### src/rtl/mpdmac_job_sched.sv
// Round-robin job scheduler in front of the MPDMAC engine: grants one matrix-copy
// job at a time, starts the engine, watches its done level and returns a tagged completion.
//
// state       | meaning
// ------------+-------------------------------------------------------------
// IDLE        | waiting for engine idle and a pending request; arbitrates
// START       | one-cycle engine start pulse with job registers on the bus
// WAIT_BUSY   | waiting for done_i to fall; bounded by BUSY_TIMEOUT
// WAIT_DONE   | engine running; waiting for done_i to rise (unbounded)
// CMPL        | one-cycle tagged completion pulse to the requester
module mpdmac_job_sched #(
    parameter int NUM_REQ      = 4,
    parameter int ID_W         = $clog2(NUM_REQ),
    parameter int BUSY_TIMEOUT = 16
) (
    input  logic                    clk,
    input  logic                    rst,
    input  logic [NUM_REQ-1:0]      req_valid_i,
    input  logic [NUM_REQ*32-1:0]   req_src_addr_i,
    input  logic [NUM_REQ*32-1:0]   req_dst_addr_i,
    input  logic [NUM_REQ*6-1:0]    req_mat_width_i,
    output logic [NUM_REQ-1:0]      req_ready_o,
    output logic [31:0]             src_addr_o,
    output logic [31:0]             dst_addr_o,
    output logic [5:0]              mat_width_o,
    output logic                    start_o,
    input  logic                    done_i,
    output logic                    cmpl_valid_o,
    output logic [ID_W-1:0]         cmpl_id_o,
    output logic                    cmpl_err_o,
    output logic                    busy_o
);

    localparam int CNT_W = $clog2(BUSY_TIMEOUT + 1);

    typedef enum logic [2:0] {
        S_IDLE,
        S_START,
        S_WAIT_BUSY,
        S_WAIT_DONE,
        S_CMPL
    } state_t;

    state_t             state_q, state_d;
    logic [ID_W-1:0]    rr_ptr_q;
    logic [ID_W-1:0]    id_q;
    logic               err_q;
    logic [31:0]        src_q, dst_q;
    logic [5:0]         width_q;
    logic [CNT_W-1:0]   tmo_cnt_q;

    logic               gnt_found;
    logic [ID_W-1:0]    gnt_idx;
    logic [ID_W-1:0]    cand;
    logic [5:0]         gnt_width;
    logic               accept;
    logic               timeout;

    // First valid requester at or after rr_ptr, with wrap-around.
    always_comb begin
        gnt_found = 1'b0;
        gnt_idx   = '0;
        cand      = '0;
        for (int k = 0; k < NUM_REQ; k++) begin
            cand = ID_W'((int'(rr_ptr_q) + k) % NUM_REQ);
            if (!gnt_found && req_valid_i[cand]) begin
                gnt_found = 1'b1;
                gnt_idx   = cand;
            end
        end
    end

    assign gnt_width = req_mat_width_i[6*gnt_idx +: 6];
    assign accept    = (state_q == S_IDLE) && done_i && gnt_found;
    assign timeout   = (state_q == S_WAIT_BUSY) && done_i && (tmo_cnt_q == '0);

    always_ff @(posedge clk) begin
        if (rst) state_q <= S_IDLE;
        else     state_q <= state_d;
    end

    always_comb begin
        state_d      = state_q;
        req_ready_o  = '0;
        start_o      = 1'b0;
        cmpl_valid_o = 1'b0;
        cmpl_err_o   = 1'b0;
        busy_o       = (state_q != S_IDLE);
        case (state_q)
            S_IDLE: begin
                if (accept) begin
                    req_ready_o[gnt_idx] = 1'b1;
                    state_d = (gnt_width == '0) ? S_CMPL : S_START;
                end
            end
            S_START: begin
                start_o = 1'b1;
                state_d = S_WAIT_BUSY;
            end
            S_WAIT_BUSY: begin
                if (!done_i)      state_d = S_WAIT_DONE;
                else if (timeout) state_d = S_CMPL;
            end
            S_WAIT_DONE: begin
                if (done_i) state_d = S_CMPL;
            end
            S_CMPL: begin
                cmpl_valid_o = 1'b1;
                cmpl_err_o   = err_q;
                state_d      = S_IDLE;
            end
            default: state_d = S_IDLE;
        endcase
    end

    // Job registers, round-robin pointer and the busy-edge timer.
    always_ff @(posedge clk) begin
        if (rst) begin
            rr_ptr_q  <= '0;
            id_q      <= '0;
            err_q     <= 1'b0;
            src_q     <= '0;
            dst_q     <= '0;
            width_q   <= '0;
            tmo_cnt_q <= '0;
        end else begin
            if (accept) begin
                src_q    <= req_src_addr_i[32*gnt_idx +: 32];
                dst_q    <= req_dst_addr_i[32*gnt_idx +: 32];
                width_q  <= gnt_width;
                id_q     <= gnt_idx;
                err_q    <= (gnt_width == '0);
                rr_ptr_q <= ID_W'((int'(gnt_idx) + 1) % NUM_REQ);
            end
            if (state_q == S_START)
                tmo_cnt_q <= CNT_W'(BUSY_TIMEOUT - 1);
            else if (state_q == S_WAIT_BUSY && tmo_cnt_q != '0)
                tmo_cnt_q <= tmo_cnt_q - CNT_W'(1);
            if (timeout)
                err_q <= 1'b1;
        end
    end

    assign src_addr_o  = src_q;
    assign dst_addr_o  = dst_q;
    assign mat_width_o = width_q;
    assign cmpl_id_o   = id_q;

endmodule

### config.mk
export PLATFORM = sky130hd
export DESIGN_NAME = mpdmac_job_sched
export DESIGN_NICKNAME = d
export VERILOG_FILES = /design/src/rtl/mpdmac_job_sched.sv
export SDC_FILE = /design/constraint.sdc
export NUM_CORES = 1
export LEC_CHECK = 0
export ABC_CLOCK_PERIOD_IN_PS = 2950
export BUFFER_PORTS_ARGS = -buffer_cell sky130_fd_sc_hd__clkbuf_2
export CAP_MARGIN = 20
export CORE_AREA = 2 2 144 146
export CTS_BUF_LIST = sky130_fd_sc_hd__clkbuf_4 sky130_fd_sc_hd__clkbuf_8
export DETAILED_ROUTE_END_ITERATION = 10
export DIE_AREA = 0 0 146 148
export PLACE_DENSITY = 0.63
export SYNTH_ARGS = -nofsm -noshare
export SYNTH_HDL_FRONTEND = slang
export SYNTH_SLANG_ARGS = --single-unit
### constraint.sdc
create_clock -name clk -period 2.95 [get_ports clk]
set_input_delay 0.1475 -clock clk [delete_from_list [all_inputs] [get_ports clk]]
set_output_delay 0.1475 -clock clk [all_outputs]
set_load 0.03 [all_outputs]
=== After elaboration in Yosys (flattened, before gate mapping) ===
Cells that the tools add are included.

* Register bits: 83
* Input bits: 287
* Output and inout port bits: 80
* Logic and storage cells: 85

* Add/sub/neg operators: 5
* Multiply operators: 1
* $lt $le $gt $ge: 6
* Equality and inequality tests: 7
* Shift operators: 3
* Mux-type cells: 33
* Reduce and logical (&&, ||, !) cells: 21

{| class="wikitable"
|+ Operators by type and width
! kind !! count
|-
| 128-bit by 8-bit variable part select with 32-bit output || 2
|-
| 24-bit by 6-bit variable part select with 6-bit output || 1
|-
| 4-bit 2-to-1 mux || 4
|-
| 2-bit by 3-bit < comparator with 1-bit output, second input constant || 5
|-
| 3-bit 2-to-1 mux || 5
|-
| 1-bit 2-to-1 mux || 14
|-
| 3-bit one-hot mux with 4 select lines || 1
|-
| 1-bit logical AND || 9
|-
| 1-bit binary-select mux with 2-bit select || 4
|-
| 2-bit 2-to-1 mux || 4
|-
| 3-bit by 2-bit equality test with 1-bit output, second input constant || 2
|-
| 6-bit logical NOT || 1
|-
| 5-bit logical NOT || 1
|-
| 5-bit nonzero test || 1
|-
| 5-bit by 1-bit subtractor with 5-bit output, second input constant || 1
|-
| 2-bit by 1-bit adder with 2-bit output, second input constant || 2
|-
| 2-bit adder, second input constant || 2
|-
| 2-bit by 2-bit multiplier with 4-bit output, first input constant || 1
|-
| 2-bit inequality test, second input constant || 2
|-
| 2-bit nonzero test || 2
|-
| 3-bit by 1-bit equality test with 1-bit output, second input constant || 1
|-
| 3-bit equality test, second input constant || 1
|-
| 1-bit logical NOT || 3
|-
| 3-bit logical NOT || 1
|-
| 6 further kinds || 6
|}

=== Logic depth before layout (Yosys ltp) ===
Gate-level depths: netlist (run 1).

* Word-level depth: 18
* Depth in mapped cells: 10
* Gate-level depth less buffers: 8

=== Worst setup path before layout (run 1) ===
OpenSTA, ideal clock, no wires.

* Path kind: flip-flop to output port
* Start point: register rr_ptr_q[1]
* End point: output req_ready_o[1]
* Data arrival time: 1.956 ns
* Required time: 2.803 ns
* Path slack: 0.846 ns
* Cell stages (with the launch flop): 9
* Path buffers: 2
* Cell sequence: dfxtp_1 -> mux2i_1 -> nor2_1 -> or3_1 -> buf_2 -> inv_2 -> clkbuf_1 -> ha_1 -> and2_1

* Word-level cells in the longest chain between the ends: 18
* Elaborated cells between the ends (all ways): 33
* Those cells by class: add/sub: 3; order compare: 2; mux: 20; reduce/logical: 8

{| class="wikitable"
|+ Ends and longest elaborated chain
! item !! RTL line !! RTL
|-
| start: declaration || 45 || <nowiki>logic [ID_W-1:0] rr_ptr_q;</nowiki>
|-
| start signal: assignment || 133 || <nowiki>rr_ptr_q <= ID_W'((int'(gnt_idx) + 1) % NUM_REQ);</nowiki>
|-
| branches (longest 11 deep; another with 2-bit by 1-bit adder with 2-bit output) || - ||
|-
| 2-bit 2-to-1 mux * || 66 || <nowiki>if (!gnt_found && req_valid_i[cand]) begin</nowiki>
|-
| named net gnt_idx[0] || 53 || <nowiki>logic [ID_W-1:0] gnt_idx;</nowiki>
|-
| 2-bit by 3-bit < comparator with 1-bit output (not written as such) / 2-bit by 1-bit greater-or-equal comparator with 1-bit output (equally long branches) || 92 || <nowiki>req_ready_o[gnt_idx] = 1'b1;</nowiki>
|-
| 1-bit logical AND (not written as such) || 92 ||
|-
| 1-bit 2-to-1 mux (not written as such) || 92 ||
|-
| 1-bit demux with 2-bit select * || 92 ||
|-
| 4-bit 2-to-1 mux * || 91 || <nowiki>if (accept) begin</nowiki>
|-
| 4-bit 2-to-1 mux * || 89 || <nowiki>case (state_q)</nowiki>
|-
| end: declaration || 22 || <nowiki>output logic [NUM_REQ-1:0] req_ready_o,</nowiki>
|}

Mark *: on every way through the listed nets, which the timed path passes. The select of a mux whose other input is x is not followed.

=== Final worst setup path (run 1) ===
* Start point: register rr_ptr_q[1]
* End point: output req_ready_o[0]

* Word-level cells in the longest chain between the ends: 18
* Elaborated cells between the ends (all ways): 33
* Those cells by class: add/sub: 3; order compare: 2; mux: 20; reduce/logical: 8

{| class="wikitable"
|+ Ends and longest elaborated chain
! item !! RTL line
|-
| branches (longest 16 deep; another with 2-bit by 3-bit < comparator with 1-bit output) || -
|-
| 4-bit 2-to-1 mux * || 91
|-
| 4-bit 2-to-1 mux * || 89
|}

Every way passes the cells marked *. The select of a mux whose other input is x is not followed.

==> out/qor.txt, run 1 <==
nets = 1483
fin crit share = 87.9%
critical path endpoint category = output pin
Min Clock Period, post-route = 2.59 ns
root buffer cell = clkbuf_8
initial antenna violation count = 0
Routed WL per cell = 14.0 um
critical path arrival = 2.45 ns
chip height = 148 um
number of global-route vias before repair = 6666
diode count = 0
clk_lat worst skew = 0.37 ns
placement-stage cell area = 7320 um^2
Hold-fix buffers, CTS = 0
Startpoint Class = flop
most common cell after layout, fill and taps aside = clkbuf_2
dpl hpwl = 15500 um
core area = 20000 um^2
P&R area growth vs syn = 42.4%
relative slew slack = 41.6%
dpl cells = 1450
slowest CP cell = dfxtp_1
Netlist cell types = 39
Syn Nets = 1164
crit path cell chain = nand2_1 -> a221o_1 -> nand2_4 -> buf_12 -> ha_1 -> and2_1 -> clkbuf_2
Final Core Density = 37.6%
Hold Fails Final Rpt = 0
DR DRC count = 0
Fmax = 0.385 GHz
WHS = 0.138 ns
Max Clock Skew = 0.0160 ns
ys async rst share = 0%
worst setup margin = 0.356 ns
maximum VDD drop = 0.244 mV
pin slew with the least headroom to its limit = 0.874 ns
Mapped Cells = 872
H-tree depth = 3
CTS buffer count = 9
CTS sink count = 83
Iteration-0 DRC Markers = 387
total congestion overflow = 0
Final Setup Violations = 0
largest net degree at the start of global routing = 131
# rows = 52
CP max FO = 130
Post-Place Setup Slack = 0.585 ns
vias = 7030
CP Data Required Time = 2.80 ns
Post-synth EDFFs = 0
synthesized area = 5290 um^2
Post-DRT Antenna Nets = 0
syn avg cell area = 6.06 um^2
vias per std cell = 4.80
postcts setup bufs = 0
Max-Cap Viols = 0
initial core utilization = 26.4%
die area = 21600 um^2
cell area after layout = 7530 um^2
most common flop cell mapped by yosys = dfxtp_1
worst min path class = primary input to flop
drt total wl = 20600 um
CTS resizes = 0
leakage power = 3.83 nW
Yosys warning count = 0
Final Instance Count excl. Fillers = 1465
TritonCTS clock tree = done
port buffer count = 366
Overall Power = 4.00 mW
gp weighted congestion = 0.922
Yosys reg bits = 83
fillcell total = 2275
Die W = 146 um
Max Slew Vio Count = 0
CTS clock-pin slew for the worst setup and hold paths = 0.09 ns
Max stage delay on crit path = 0.43 ns
share of cells above drive strength 1 = 34.1%
Setup CP Type = flop to output pin
global-route wire length before repair = 32800 um
Seq/Total Area, Yosys = 31.4%
gr usage total = 18.7%
Fin Setup TNS = 0 ns
Top Ports = 367
status = finished, final reports clean
First-pass DRT Iterations = 6
RSZ-0062 raised after global routing = no
Clock Path Buffers = 2
PD cells = 532 nW/um^2
most frequent cells in the layout = clkbuf_2 (365), nand2_1 (335), nand3_1 (204), dfxtp_1 (83), a21oi_1 (82)
==> worst max-delay path, delay by kind of cell (launching register included) <==
family,cells,cell delay [ns]
buf+inv,2,0.64
flops,1,0.43
compound gates,1,0.39
simple gates,3,0.38
fa+ha+maj,1,0.23
==> power breakdown <==
part	switching (mW)	internal [mW]	leakage, nW
clock	0.422	0.481	0.110
sequential	0.0837	1.26	0.681
combinational	1.15	0.607	3.04
==> state kept, by name, indices dropped and copies added (netlist names) <==
register	count
cmpl_id_o	2
dst_addr_o	32
state_q	3
mat_width_o	6
err_q	1
tmo_cnt_q	5
src_addr_o	32
rr_ptr_q	2
==> metal layers <==
| metal | wire [um] | part of all wire, % | track usage (%) | up-vias |
|---|---|---|---|---|
| met4 | 555 | 2.7 | 7.48 | 0 |
| met1 | 8590 | 42 | 22.6 | 3170 |
| met5 | 0 | 0 | 0 | - |
| met2 | 10100 | 49 | 32.4 | 270 |
| li1 | - | - | - | 3552 |
| met3 | 1370 | 6.7 | 4.07 | 38 |
==> area by class of cell <==
| type | count | area [um^2] | share of cell area (%) |
|---|---|---|---|
| sequential | 83 | 1660 | 22.1 |
| inverter | 7 | 28.8 | 0.382 |
| timing repair buffer | 381 | 1990 | 26.5 |
| tap | 270 | 338 | 4.49 |
| clock buffer | 10 | 131 | 1.75 |
| clock inverter | 5 | 78.8 | 1.05 |
| multi-input combinational | 709 | 3290 | 43.8 |
==> Yosys cell counts, types with 2 or more instances <==
cell type | number | area (um^2)
inv_1 | 6 | 22.5
o22a_1 | 3 | 26.3
clkbuf_1 | 35 | 131
nand2_1 | 336 | 1260
nor4_1 | 2 | 12.5
or3_1 | 6 | 37.5
a21oi_1 | 82 | 410
nor2_1 | 11 | 41.3
dfxtp_1 | 83 | 1660
or2_2 | 2 | 12.5
nand3_1 | 204 | 1020
ha_1 | 5 | 62.6
nand4_1 | 2 | 12.5
xnor2_1 | 3 | 26.3
nand2b_1 | 3 | 18.8
o21ai_0 | 13 | 65.1
and2_1 | 5 | 31.3
nor2b_1 | 2 | 12.5
buf_1 | 3 | 11.3
and3_1 | 13 | 81.3
buf_2 | 34 | 170
nor3_1 | 2 | 10.0
==> worst paths after layout <==
path                                             startpoint                           to  slack [ns]  cells past startpoint
worst max-delay path               rr_ptr_q[1]$_SDFFE_PP0P_               req_ready_o[0]        0.36                      7
worst max register to register     rr_ptr_q[1]$_SDFFE_PP0P_  src_addr_o[19]$_SDFFE_PP0P_        0.58                      8
worst min-delay path                     req_src_addr_i[89]  src_addr_o[25]$_SDFFE_PP0P_        0.14                      5
worst min register to register  dst_addr_o[14]$_SDFFE_PP0P_  dst_addr_o[14]$_SDFFE_PP0P_        0.46                      2
==> cell families after synthesis <==
| logic type | after synthesis | synth area share [%] |
|---|---|---|
| simple gates | 591 | 48.7 |
| buf+inv | 80 | 6.56 |
| flops | 83 | 31.4 |
| mux | 1 | 0.189 |
| xor+xnor | 3 | 0.497 |
| fa+ha+maj | 5 | 1.18 |
| compound gates | 109 | 11.4 |
(Power assumes the default switching activity.)
==> run 2, diff against run 1 <==
Settings changed: ABC_AREA from default to 1, CORE_AREA 2 2 144 146 to 2 2 141 143, DIE_AREA 0 0 146 148 to 0 0 143 145, PLACE_DENSITY 0.63 to 0.68.
==> run 2 against run 1 <==
Clock-buffer cell count unchanged. Non-clock buffer count increased by 1. Sequential share of layout area decreased by 1.0 points. Core utilization increased by 3.7 points. Flip-flop and latch count unchanged. Critical path depth increased by 4. Worst setup slack got worse by 0.069 ns. Synthesized cell count decreased by 1.4%. Cell area increased by 5.3%. Routed wire length increased by 1.5%.
==> out/qor.txt, run 2 <==
area of the multi-input gates = 3280 um^2
Max Clock Skew = 0.0161 ns
ys async rst share = 0%
WHS = 0.147 ns
most frequent cells in the layout = clkbuf_2 (366), nand2_1 (209), o21ai_0 (104), inv_1 (95), dfxtp_1 (81)
total congestion overflow = 0
number of global-route vias before repair = 6475
vias = 6878
status = finished, final reports clean
Max Slew Vio Count = 0
vias per std cell = 4.70
Hold-fix buffers, CTS = 0
Setup CP Type = flop to output pin
Mapped Cells = 860
CTS resizes = 1
maximum VDD drop = 0.720 mV
Iteration-0 DRC Markers = 322
top cells by count, synth = nand2_1 (210), o21ai_0 (104), inv_1 (96)
die area = 20700 um^2
Netlist cell types = 39
First-pass DRT Iterations = 5
gr usage total = 19.8%
top cells by area, synth = dfxtp_1 (29%), nand2_1 (14%), o21ai_0 (9.1%), mux2i_1 (7.2%), inv_1 (6.3%)
core area = 19200 um^2
TritonCTS clock tree = done
Yosys warning count = 0
CP max FO = 64
fillcell total = 2024
Hold Fails Final Rpt = 0
storage element area = 1670 um^2
initial antenna violation count = 0
# rows = 51
H-tree depth = 3
initial core utilization = 29.6%
fin crit share = 90.3%
Final Core Density = 41.2%
DR DRC count = 0
Final Instance Count excl. Fillers = 1464
Clock Path Buffers = 2
critical path arrival = 2.52 ns
Post-Place Setup Slack = 0.297 ns
diode count = 0
chip height = 145 um
drt total wl = 20900 um
clk_lat worst skew = 0.37 ns
Min Clock Period, post-route = 2.66 ns
synthesized area = 5690 um^2
Max-Cap Viols = 0
CP Data Required Time = 2.80 ns
most common flop cell mapped by yosys = dfxtp_1
RSZ-0062 raised after global routing = no
postcts setup bufs = 0
Routed WL per cell = 14.3 um
Startpoint Class = flop
post-synth top area share = 29.2%
leading area contributor after synthesis = dfxtp_1
most common cell after layout, fill and taps aside = clkbuf_2
dpl hpwl = 15800 um
Seq/Total Area, Yosys = 29.2%
largest net degree at the start of global routing = 65
CTS clock-pin slew for the worst setup and hold paths = 0.09 ns
global-route wire length before repair = 32700 um
CTS sink count = 83
P&R area growth vs syn = 39.2%
Syn Nets = 1152
root buffer cell = clkbuf_8
pin slew with the least headroom to its limit = 0.630 ns
relative slew slack = 57.7%
leakage power = 4.48 nW
critical path endpoint category = output pin
CTS buffer count = 9
grt met2 use = 32.9%
share of cells above drive strength 1 = 36.4%
Post-DRT Antenna Nets = 0
Top Ports = 367
worst min path class = primary input to flop
nets = 1487
Post-synth EDFFs = 0
Yosys reg bits = 83
Die W = 143 um
GR Util met1 = 24.6%
syn avg cell area = 6.62 um^2
gp weighted congestion = 0.892
Fmax = 0.375 GHz
dpl cells = 1449
port buffer count = 366
GRT met3 Usage = 4.36%
PD cells = 1320 nW/um^2
most common cell in the netlist = nand2_1
Fin Setup TNS = 0 ns
GRT busiest layer = met2
Final Setup Violations = 0
worst setup margin = 0.287 ns
[run 2: cell count changes after synthesis, moves of 17 or more]
cell,previous run,this run
a21oi_1,82,53
o221ai_1,0,17
nand2_1,336,210
nor2_1,11,53
o21ai_0,13,104
mux2i_1,1,41
inv_1,6,96
o21ai_1,0,38
clkbuf_1,35,17
o211ai_1,1,23
nand3_1,204,14
[run 2: metrics by stage]
stage,cell area [um^2],total power [mW]
6_report,7920,10.5
5_1_grt,7920,11.4
4_1_cts,7910,10.5
3_5_place_dp,7710,9.58
3_3_place_gp,7710,9.50
2_1_floorplan,5690,7.70
[run 2: logic make-up after synthesis]
logic type / count (synthesis) / synth area share [%]
flip-flops: 83 / 29.2
adder cells (fa/ha/maj): 5 / 1.10
AND/OR/NAND/NOR: 326 / 25.3
buffers and inverters: 161 / 13.1
AO/OA/AOI/OAI: 244 / 24.1
multiplexers: 41 / 7.21
[run 2: final cells by class]
class	instances	share of cell area [%]
clock buffer	10	1.74
clock inverter	5	0.806
inverter	103	4.94
multi-input combinational	616	41.4
sequential	83	21.0
tap	265	4.19
timing repair buffer	382	25.8
[run 2: worst max-delay path, cell delays in order, from the launching register on]
cell      delay [ns]
dfxtp_4         0.45
inv_6           0.08
nand2_1         0.06
nand2_1         0.09
o21ai_1         0.26
nand3_4         0.18
nand3_4         0.17
buf_16          0.26
ha_1            0.21
inv_1           0.04
nor2_1          0.10
clkbuf_2        0.22
[run 2: worst paths after layout]
path | to | slack (ns) | depth (start not counted) | from
max | req_ready_o[0] | 0.29 | 11 | rr_ptr_q[0]$_SDFFE_PP0P_
min | src_addr_o[15]$_SDFFE_PP0P_ | 0.15 | 5 | req_src_addr_i[47]
max reg2reg | src_addr_o[17]$_SDFFE_PP0P_ | 0.46 | 13 | rr_ptr_q[0]$_SDFFE_PP0P_
min reg2reg | cmpl_id_o[1]$_SDFFE_PP0P_ | 0.48 | 2 | cmpl_id_o[1]$_SDFFE_PP0P_
[run 2: metal layers]
layer	part of all wire, %	wire, um	up-vias
li1	-	-	3506
met1	43	8980	3067
met2	48	10000	266
met3	6.2	1300	39
met4	2.7	568	0
met5	0	0	-
[run 2: power by group]
group / switching (mW) / internal [mW]
clock network: 0.450 / 0.415
registers: 0.338 / 1.66
logic: 5.09 / 2.49
total: 5.88 / 4.57
